$ cat src/rtl/fetch_prefetch_pkg.sv
// Shared fetch-control definitions: FSM encoding, memory access sizes, PC step.
package fetch_prefetch_pkg;

  // Fetch sequencer states
  typedef enum logic [0:0] {
    ST_IDLE = 1'b0,
    ST_RUN  = 1'b1
  } fetch_state_e;

  // Memory access size codes
  localparam logic [1:0] ACC_SIZE_WORD = 2'b00;
  localparam logic [1:0] ACC_SIZE_HALF = 2'b01;
  localparam logic [1:0] ACC_SIZE_BYTE = 2'b10;

  // Byte distance between consecutive instruction words
  localparam int unsigned PC_INC = 4;

endpackage : fetch_prefetch_pkg

$ cat src/rtl/fetch_prefetch_if.sv
// Memory-side request/response and decode-side instruction handshake.
interface fetch_prefetch_if #(
  parameter int unsigned ADDR_W = 32,
  parameter int unsigned DATA_W = 32
);

  logic              mem_req;
  logic [ADDR_W-1:0] mem_addr;
  logic [1:0]        mem_acc_size;
  logic              mem_busy;
  logic [DATA_W-1:0] mem_rdata;

  logic [DATA_W-1:0] insn_out;
  logic [ADDR_W-1:0] pc_out;
  logic              insn_valid;
  logic              insn_ready;

  // Fetch unit view
  modport master (
    output mem_req, mem_addr, mem_acc_size,
    input  mem_busy, mem_rdata,
    output insn_out, pc_out, insn_valid,
    input  insn_ready
  );

  // Memory / decode environment view
  modport slave (
    input  mem_req, mem_addr, mem_acc_size,
    output mem_busy, mem_rdata,
    input  insn_out, pc_out, insn_valid,
    output insn_ready
  );

endinterface : fetch_prefetch_if

$ cat src/rtl/fetch_prefetch_sync_fifo.sv
// Prefetch queue: power-of-two circular buffer with flush and registered occupancy.
module sync_fifo #(
  parameter int unsigned DEPTH = 4,
  parameter int unsigned WIDTH = 64
) (
  input  logic                     clock,
  input  logic                     reset,
  input  logic                     flush,
  input  logic                     push,
  input  logic [WIDTH-1:0]         push_data,
  input  logic                     pop,
  output logic [WIDTH-1:0]         head,
  output logic [$clog2(DEPTH):0]   count,
  output logic                     valid
);

  localparam int unsigned PTR_W = $clog2(DEPTH);
  localparam int unsigned CNT_W = PTR_W + 1;

  logic [WIDTH-1:0] mem [DEPTH];
  logic [PTR_W-1:0] wr_ptr;
  logic [PTR_W-1:0] rd_ptr;
  logic [CNT_W-1:0] count_nxt;
  logic             do_push;
  logic             do_pop;

  // Guard against push-when-full and pop-when-empty
  assign do_push = push && (count != CNT_W'(DEPTH));
  assign do_pop  = pop && (count != '0);
  assign head    = mem[rd_ptr];

  // Next occupancy; simultaneous push and pop cancel out
  always_comb begin
    count_nxt = count;
    case ({do_push, do_pop})
      2'b10:   count_nxt = count + CNT_W'(1);
      2'b01:   count_nxt = count - CNT_W'(1);
      default: count_nxt = count;
    endcase
  end

  // Storage, pointers and occupancy; storage cleared on reset so the head reads zero
  always_ff @(posedge clock) begin
    if (reset) begin
      for (int unsigned i = 0; i < DEPTH; i++) begin
        mem[PTR_W'(i)] <= '0;
      end
      wr_ptr <= '0;
      rd_ptr <= '0;
      count  <= '0;
      valid  <= 1'b0;
    end else if (flush) begin
      wr_ptr <= '0;
      rd_ptr <= '0;
      count  <= '0;
      valid  <= 1'b0;
    end else begin
      if (do_push) begin
        mem[wr_ptr] <= push_data;
        wr_ptr      <= wr_ptr + PTR_W'(1);
      end
      if (do_pop) begin
        rd_ptr <= rd_ptr + PTR_W'(1);
      end
      count <= count_nxt;
      valid <= (count_nxt != '0);
    end
  end

endmodule : sync_fifo

$ cat src/rtl/fetch_prefetch.sv
// Instruction prefetcher: issues sequential word reads, queues returned words
// with their PCs, and flushes on branch/jump redirect.
module fetch_prefetch
  import fetch_prefetch_pkg::*;
#(
  parameter int unsigned       ADDR_W        = 32,
  parameter int unsigned       DATA_W        = 32,
  parameter int unsigned       DEPTH         = 4,
  parameter logic [ADDR_W-1:0] START_ADDRESS = ADDR_W'(32'h8002_0000)
) (
  input  logic                   clock,
  input  logic                   reset,
  input  logic                   enable,
  input  logic                   redirect_valid,
  input  logic [ADDR_W-1:0]      redirect_pc,
  output logic [$clog2(DEPTH):0] level,
  fetch_prefetch_if.master       bus
);

  localparam int unsigned LVL_W   = $clog2(DEPTH) + 1;
  localparam int unsigned ENTRY_W = DATA_W + ADDR_W;

  fetch_state_e      state;
  logic [ADDR_W-1:0] fetch_pc;
  logic [ADDR_W-1:0] inflight_pc;
  logic [ADDR_W-1:0] redirect_aligned;
  logic              inflight;
  logic              accept;
  logic              push;
  logic              pop;
  logic              head_valid;
  logic [LVL_W-1:0]  occupancy;
  logic [ENTRY_W-1:0] head;

  // Issue credit counts queued words plus the one response still on its way
  assign occupancy        = level + LVL_W'(inflight);
  assign redirect_aligned = redirect_pc & ~ADDR_W'(3);

  // Request is withheld during a redirect so the old stream stops immediately
  assign bus.mem_req      = (state == ST_RUN) && enable && !redirect_valid
                            && (occupancy < LVL_W'(DEPTH));
  assign bus.mem_addr     = fetch_pc;
  assign bus.mem_acc_size = ACC_SIZE_WORD;
  assign accept           = bus.mem_req && !bus.mem_busy;

  // Redirect squashes the response arriving now and blocks decode consumption
  assign push = inflight && !redirect_valid;
  assign pop  = head_valid && bus.insn_ready && !redirect_valid;

  assign bus.insn_valid = head_valid;
  assign bus.insn_out   = head[DATA_W-1:0];
  assign bus.pc_out     = head[ENTRY_W-1:DATA_W];

  // Sequencer: run/idle state, fetch PC and in-flight tracking
  always_ff @(posedge clock) begin
    if (reset) begin
      state       <= ST_IDLE;
      fetch_pc    <= START_ADDRESS;
      inflight    <= 1'b0;
      inflight_pc <= '0;
    end else begin
      case (state)
        ST_IDLE: if (enable)  state <= ST_RUN;
        ST_RUN:  if (!enable) state <= ST_IDLE;
        default: state <= ST_IDLE;
      endcase
      inflight <= accept;
      if (accept) begin
        inflight_pc <= fetch_pc;
        fetch_pc    <= fetch_pc + ADDR_W'(PC_INC);
      end
      if (redirect_valid) begin
        fetch_pc <= redirect_aligned;
      end
    end
  end

  // Queue of {pc, instruction} pairs toward decode
  sync_fifo #(
    .DEPTH (DEPTH),
    .WIDTH (ENTRY_W)
  ) u_queue (
    .clock     (clock),
    .reset     (reset),
    .flush     (redirect_valid),
    .push      (push),
    .push_data ({inflight_pc, bus.mem_rdata}),
    .pop       (pop),
    .head      (head),
    .count     (level),
    .valid     (head_valid)
  );

endmodule : fetch_prefetch

$ cat src/flat_wrapper.sv
// flat-port wrapper written by rule: the top's interface ports become plain ports
module fetch_prefetch_flat import fetch_prefetch_pkg::*;
#(
  parameter int unsigned       ADDR_W        = 32,
  parameter int unsigned       DATA_W        = 32,
  parameter int unsigned       DEPTH         = 4,
  parameter logic [ADDR_W-1:0] START_ADDRESS = ADDR_W'(32'h8002_0000)
)
  (clock, reset, enable, redirect_valid, redirect_pc, level, bus_mem_req, bus_mem_addr, bus_mem_acc_size, bus_mem_busy, bus_mem_rdata, bus_insn_out, bus_pc_out, bus_insn_valid, bus_insn_ready);
  fetch_prefetch_if #(.ADDR_W(ADDR_W), .DATA_W(DATA_W)) bus_i ();
  input  logic clock;
  input  logic reset;
  input  logic enable;
  input  logic redirect_valid;
  input  logic [ADDR_W-1:0] redirect_pc;
  output logic [$clog2(DEPTH):0] level;
  output wire logic [$bits(bus_i.mem_req)-1:0] bus_mem_req;
  output wire logic [$bits(bus_i.mem_addr)-1:0] bus_mem_addr;
  output wire logic [$bits(bus_i.mem_acc_size)-1:0] bus_mem_acc_size;
  input wire logic [$bits(bus_i.mem_busy)-1:0] bus_mem_busy;
  input wire logic [$bits(bus_i.mem_rdata)-1:0] bus_mem_rdata;
  output wire logic [$bits(bus_i.insn_out)-1:0] bus_insn_out;
  output wire logic [$bits(bus_i.pc_out)-1:0] bus_pc_out;
  output wire logic [$bits(bus_i.insn_valid)-1:0] bus_insn_valid;
  input wire logic [$bits(bus_i.insn_ready)-1:0] bus_insn_ready;
  assign bus_mem_req = bus_i.mem_req;
  assign bus_mem_addr = bus_i.mem_addr;
  assign bus_mem_acc_size = bus_i.mem_acc_size;
  assign bus_i.mem_busy = bus_mem_busy;
  assign bus_i.mem_rdata = bus_mem_rdata;
  assign bus_insn_out = bus_i.insn_out;
  assign bus_pc_out = bus_i.pc_out;
  assign bus_insn_valid = bus_i.insn_valid;
  assign bus_i.insn_ready = bus_insn_ready;
  fetch_prefetch #(.ADDR_W(ADDR_W), .DATA_W(DATA_W), .DEPTH(DEPTH), .START_ADDRESS(START_ADDRESS)) u_core (.clock(clock), .reset(reset), .enable(enable), .redirect_valid(redirect_valid), .redirect_pc(redirect_pc), .level(level), .bus(bus_i));
endmodule
$ cat config.mk
export PLATFORM = sky130hd
export DESIGN_NAME = fetch_prefetch_flat
export DESIGN_NICKNAME = d
export VERILOG_FILES = /design/src/rtl/fetch_prefetch_pkg.sv /design/src/rtl/fetch_prefetch_if.sv /design/src/rtl/fetch_prefetch_sync_fifo.sv /design/src/rtl/fetch_prefetch.sv /design/src/flat_wrapper.sv
export SDC_FILE = /design/constraint.sdc
export NUM_CORES = 1
export LEC_CHECK = 0
export CORE_MARGIN = 1.5
export CORE_UTILIZATION = 47
export DETAILED_ROUTE_END_ITERATION = 12
export GPL_ROUTABILITY_DRIVEN = 1
export PLACE_DENSITY_LB_ADDON = 0.15
export REMOVE_ABC_BUFFERS = 1
export SLEW_MARGIN = 20
export SYNTH_ARGS = -nofsm -noshare
export SYNTH_HDL_FRONTEND = slang
export SYNTH_SLANG_ARGS = --single-unit
$ cat constraint.sdc
create_clock -name clock -period 10.78 [get_ports clock]
set_input_delay 1.617 -clock clock [delete_from_list [all_inputs] [get_ports clock]]
set_output_delay 1.617 -clock clock [all_outputs]
set_load 0.005 [all_outputs]
# Word-level counts from Yosys, hierarchy flattened

Memory sizes are Yosys's and may differ from the RTL's. A register that Yosys moved wholly into a read port is not among the register bits.
Cells that the tools add are included.

Flip-flop bits (word level): 74
RAM bits: 256
Input port bits: 70
Output and inout bits: 103
Logic and storage cells: 51
Memories: 1

$add $sub $neg: 6
Magnitude comparators: 1
Eq/ne operators: 3
Mux-type cells: 15
Reductions and logical operators: 16

Memory list:

| name               | words | width | rd ports | clocked after Yosys merged registers in | write ports | line                           | source |
|---|---|---|---|---|---|---|---|
| u_core.u_queue.mem | 4     | 64    | 1        | 1                                       | 4           | fetch_prefetch_sync_fifo.sv:20 | `logic [WIDTH-1:0] mem [DEPTH];` |

Operators with widths:

| cell                                              | count |
|---|---|
| two-way mux 32 bit                                | 2 |
| two-way mux 64 bit                                | 1 |
| OR reduction 64 bit                               | 1 |
| adder 32 x 3 -> 32 bit (second input constant)    | 1 |
| logical AND 1 bit                                 | 9 |
| two-way mux 1 bit                                 | 8 |
| two-way mux 2 bit                                 | 3 |
| one-hot mux 3 bit (2 select lines)                | 1 |
| nonzero test 3 bit                                | 2 |
| adder 2 x 1 -> 2 bit (second input constant)      | 2 |
| adder 3 x 1 -> 3 bit                              | 1 |
| adder 3 x 1 -> 3 bit (second input constant)      | 1 |
| < comparator 3 bit (second input constant)        | 1 |
| inequality test 3 bit (second input constant)     | 1 |
| subtractor 3 x 1 -> 3 bit (second input constant) | 1 |
| == test 2 x 1 -> 1 bit (second input constant)    | 1 |
| == test 2 bit (second input constant)             | 1 |
| zero test 1 bit                                   | 2 |
| nonzero test 2 bit                                | 1 |
| OR reduction 2 bit                                | 1 |

# Logic depth before layout (Yosys ltp)

Depth in word-level cells: 9
Depth in mapped cells: 11

# Cells and area by module

A second synthesis with hierarchy kept.

Cell total of the unflattened synthesis: 1064
Area total of the unflattened synthesis: 14520.2 um2

By module, submodules not included:

| module         | instances | cells an instance | area each (um2) | sequential area each (um2) |
|---|---|---|---|---|
| sync_fifo      | 1         | 676               | 11557.3         | 7887.6 |
| fetch_prefetch | 1         | 388               | 2962.8          | 1241.2 |

# Worst setup path before layout

No wires, ideal clock.

Path kind: input -> register
Start: input redirect_valid
End: memory u_core.u_queue.mem[0][0] (enable)
Data arrival time: 5.042 ns
Setup slack: 5.243 ns
Cell stages on the path: 3
Buffers on the path: 0
Cells stage by stage: a211oi_1 > inv_1 > o21bai_1

RTL lines:

| item            | line                           | source |
|---|---|---|
| start, declared | flat_wrapper.sv:14             | `input logic redirect_valid;` |
| end, declared   | fetch_prefetch_sync_fifo.sv:20 |  |

==> reports/results.txt <==
status: completed
Worst slew margin: 0.280
R2R Path End: u_core.u_queue.mem[1][4]
clk buf depth: 3
number of synthesized flops with an enable pin: 248
CTS root buffer: clkbuf_16
vias per inst: 5.36
Site Rows: 62
ys flop type: edfxtp_1
die width: 174 um
pins over their slew limit: 0
Pwr Total: 2.62 mW
initial drt markers: 754
Synth area leaders: edfxtp_1, dfxtp_1, mux4_2
Power Dens Cells: 156 nW/um^2
Yosys top cell by area: edfxtp_1
crit end category: output pin
Yosys top cell area share: 0.542
starting density of the core: 0.478
Synth top cells by count: edfxtp_1, nor2_1, nand2_1
share of layout cells above drive strength 1: 0.110
TritonCTS clock tree: yes
R2R setup slack: 7.59 ns
Nets: 1322
Congestion Overflow GR: 0
Worst-Margin Slew: 1.08 ns
Post-DP HPWL: 18100 um
CTS sink count: 320
CTS Buf Count: 35
fin crit share: 0.433
Remaining DRCs: 0
Die Ht: 174 um
Worst Path Max Fanout: 47
TNS Setup: 0 ns
RSZ-0062 raised after global routing: no
final number of setup-violating endpoints: 0
Max IR drop VDD: 0.101 mV
antenna fix cells: 0
I/O pin count: 173
area growth from synthesis to layout: 21.9%
final core utilization: 0.582
CP startpoint kind: flip-flop
CP required: 9.16 ns
initial antenna violation count: 0
cts hold-fix bufs: 0
core area: 28800 sq um
final wirelength: 32300 um
Die ar.: 30300 sq um
Seq cells post-synth: 320
FF-to-FF path depth: 5
routability cong.: 0.808
H-Tree Depth: 2
most common cell in the synthesized netlist: edfxtp_1
Async SR Flop Fraction: 0
Setup Fix Bufs, Post-CTS: 0
worst hold path type: flip-flop to flip-flop
critical setup path kind: flip-flop to output pin
vias post-DR: 8889
final hold vios: 0
post-route minimum period: 4.67 ns
sequential share of the synthesized area: 0.647
mapped cell area: 13700 sq um
PortBufs: 164
first-pass detailed-route iteration total: 5
Layout Skew: 0.0164 ns
FMAX: 0.214 GHz
Post-CTS Resized: 0
Worst Setup EP: bus_pc_out[22]
yosys warns: 0
worst r2r src: u_core.u_queue.count[0]
MaxCap Viol Count: 0
Fin Hold WS: 0.456 ns
CTS clock-pin slew for the worst setup and hold paths: 0.06 ns
total track usage: 0.215
CP Data Arrival Time: 3.05 ns
Syn Area/Cell: 12.4 sq um
Clk Latency, worst-skew pair: 0.50 ns
first-pass GRT wire length: 50000 um
Post-Synthesis Cells: 1109
Static Leak: 6.10 nW
pin count of the biggest net entering global routing: 80
post-synth cell types: 59
vias in the first global route: 9079
routed len/inst: 19.5 um
post-route ant nets: 0
[power by group]
part	leakage [nW]	switching, mW	total (mW)	internal [mW]
Clock	0.504	0.451	1.10	0.645
Combinational	2.45	0.0618	0.133	0.0707
Sequential	3.15	0.0225	1.39	1.36
[how the worst min path moves through the flow]
stage / slack (ns) / start / cells after the start / to
2_1_floorplan: 0.43 / u_core.inflight_pc[10] / 2 / u_core.inflight_pc[10]
3_3_place_gp: 0.44 / u_core.inflight_pc[10] / 2 / u_core.inflight_pc[10]
3_5_place_dp: 0.45 / u_core.inflight_pc[10] / 2 / u_core.inflight_pc[10]
4_1_cts: 0.46 / u_core.inflight_pc[10] / 2 / u_core.inflight_pc[10]
5_1_grt: 0.48 / u_core.inflight_pc[7] / 2 / u_core.inflight_pc[7]
6_report: 0.46 / u_core.inflight_pc[9] / 2 / u_core.inflight_pc[9]
[registers in the layout, indices dropped and copies added, names as in the netlist, named ones only]
signal / flops
u_core.u_queue.mem: 248
u_core.bus.mem_addr: 30
u_core.inflight_pc: 30
u_core.u_queue.count: 3
u_core.u_queue.rd_ptr: 2
u_core.u_queue.wr_ptr: 2
u_core.inflight: 1
u_core.state: 1
u_core.u_queue.valid: 1
[placed cells by master (no fill, tap or decap), types with 3 or more instances in the layout]
| cell type | count |
|---|---|
| dfxtp_1 | 70 |
| buf_4 | 13 |
| o31a_1 | 6 |
| a211oi_1 | 6 |
| xnor2_1 | 11 |
| or3_1 | 6 |
| o21ai_1 | 6 |
| nor2b_1 | 3 |
| o21ai_0 | 6 |
| inv_1 | 73 |
| clkdlybuf4s50_1 | 163 |
| o22ai_1 | 4 |
| nor3_2 | 3 |
| a31oi_1 | 12 |
| nor3_1 | 11 |
| and2_1 | 11 |
| nand2_1 | 149 |
| clkinv_2 | 3 |
| conb_1 | 6 |
| o211ai_1 | 7 |
| nand3_1 | 6 |
| edfxtp_1 | 248 |
| xor2_1 | 5 |
| nand4_1 | 5 |
| and4_1 | 4 |
| clkbuf_16 | 37 |
| nor2_1 | 192 |
| and3_1 | 19 |
| mux4_2 | 62 |
| a21oi_1 | 54 |
| clkbuf_1 | 17 |
| nor4_1 | 9 |
[cell families after synthesis]
logic type	share of synthesized area
xor gates and xnor gates	0.0102
and+or+nand+nor	0.139
adders and majority gates	0.00328
AOI/OAI and AO/OA	0.0517
DFF	0.647
buffers and inverters	0.0455
other	0.000273
muxes	0.104
[metal layers]
metal	vias to the layer above	track usage	part of all wire
met5	-	0	0
met4	0	0.0722	0.025
met3	51	0.0367	0.057
met2	272	0.360	0.49
met1	4352	0.285	0.43
li1	4214	-	-
[cell type report]
type / instances / area (sq um)
clock buffer: 56 / 1020
fill: 2410 / 12000
clock inverter: 5 / 26.3
sequential: 320 / 8900
timing repair buffer: 177 / 1730
inverter: 73 / 274
tap: 384 / 480
multi-input combinational: 642 / 4330
[worst max-delay path, stage by stage (launching register included)]
cell and delay [ns]:
dfxtp_4 0.58, buf_4 0.84, mux4_2 0.59, clkdlybuf4s50_1 0.53
[stage by stage]
step / setup slack (ns) / instances / area, sq um
final: 6.11 / 1657 / 16800
after global routing: 5.86 / 1657 / 16800
after CTS: 6.00 / 1657 / 16800
after detailed placement: 5.93 / 1596 / 15700
after global placement: 6.00 / 1596 / 15700
after floorplan: 2.93 / 1035 / 13400
No activity file was read; power rests on OpenSTA's default activity.
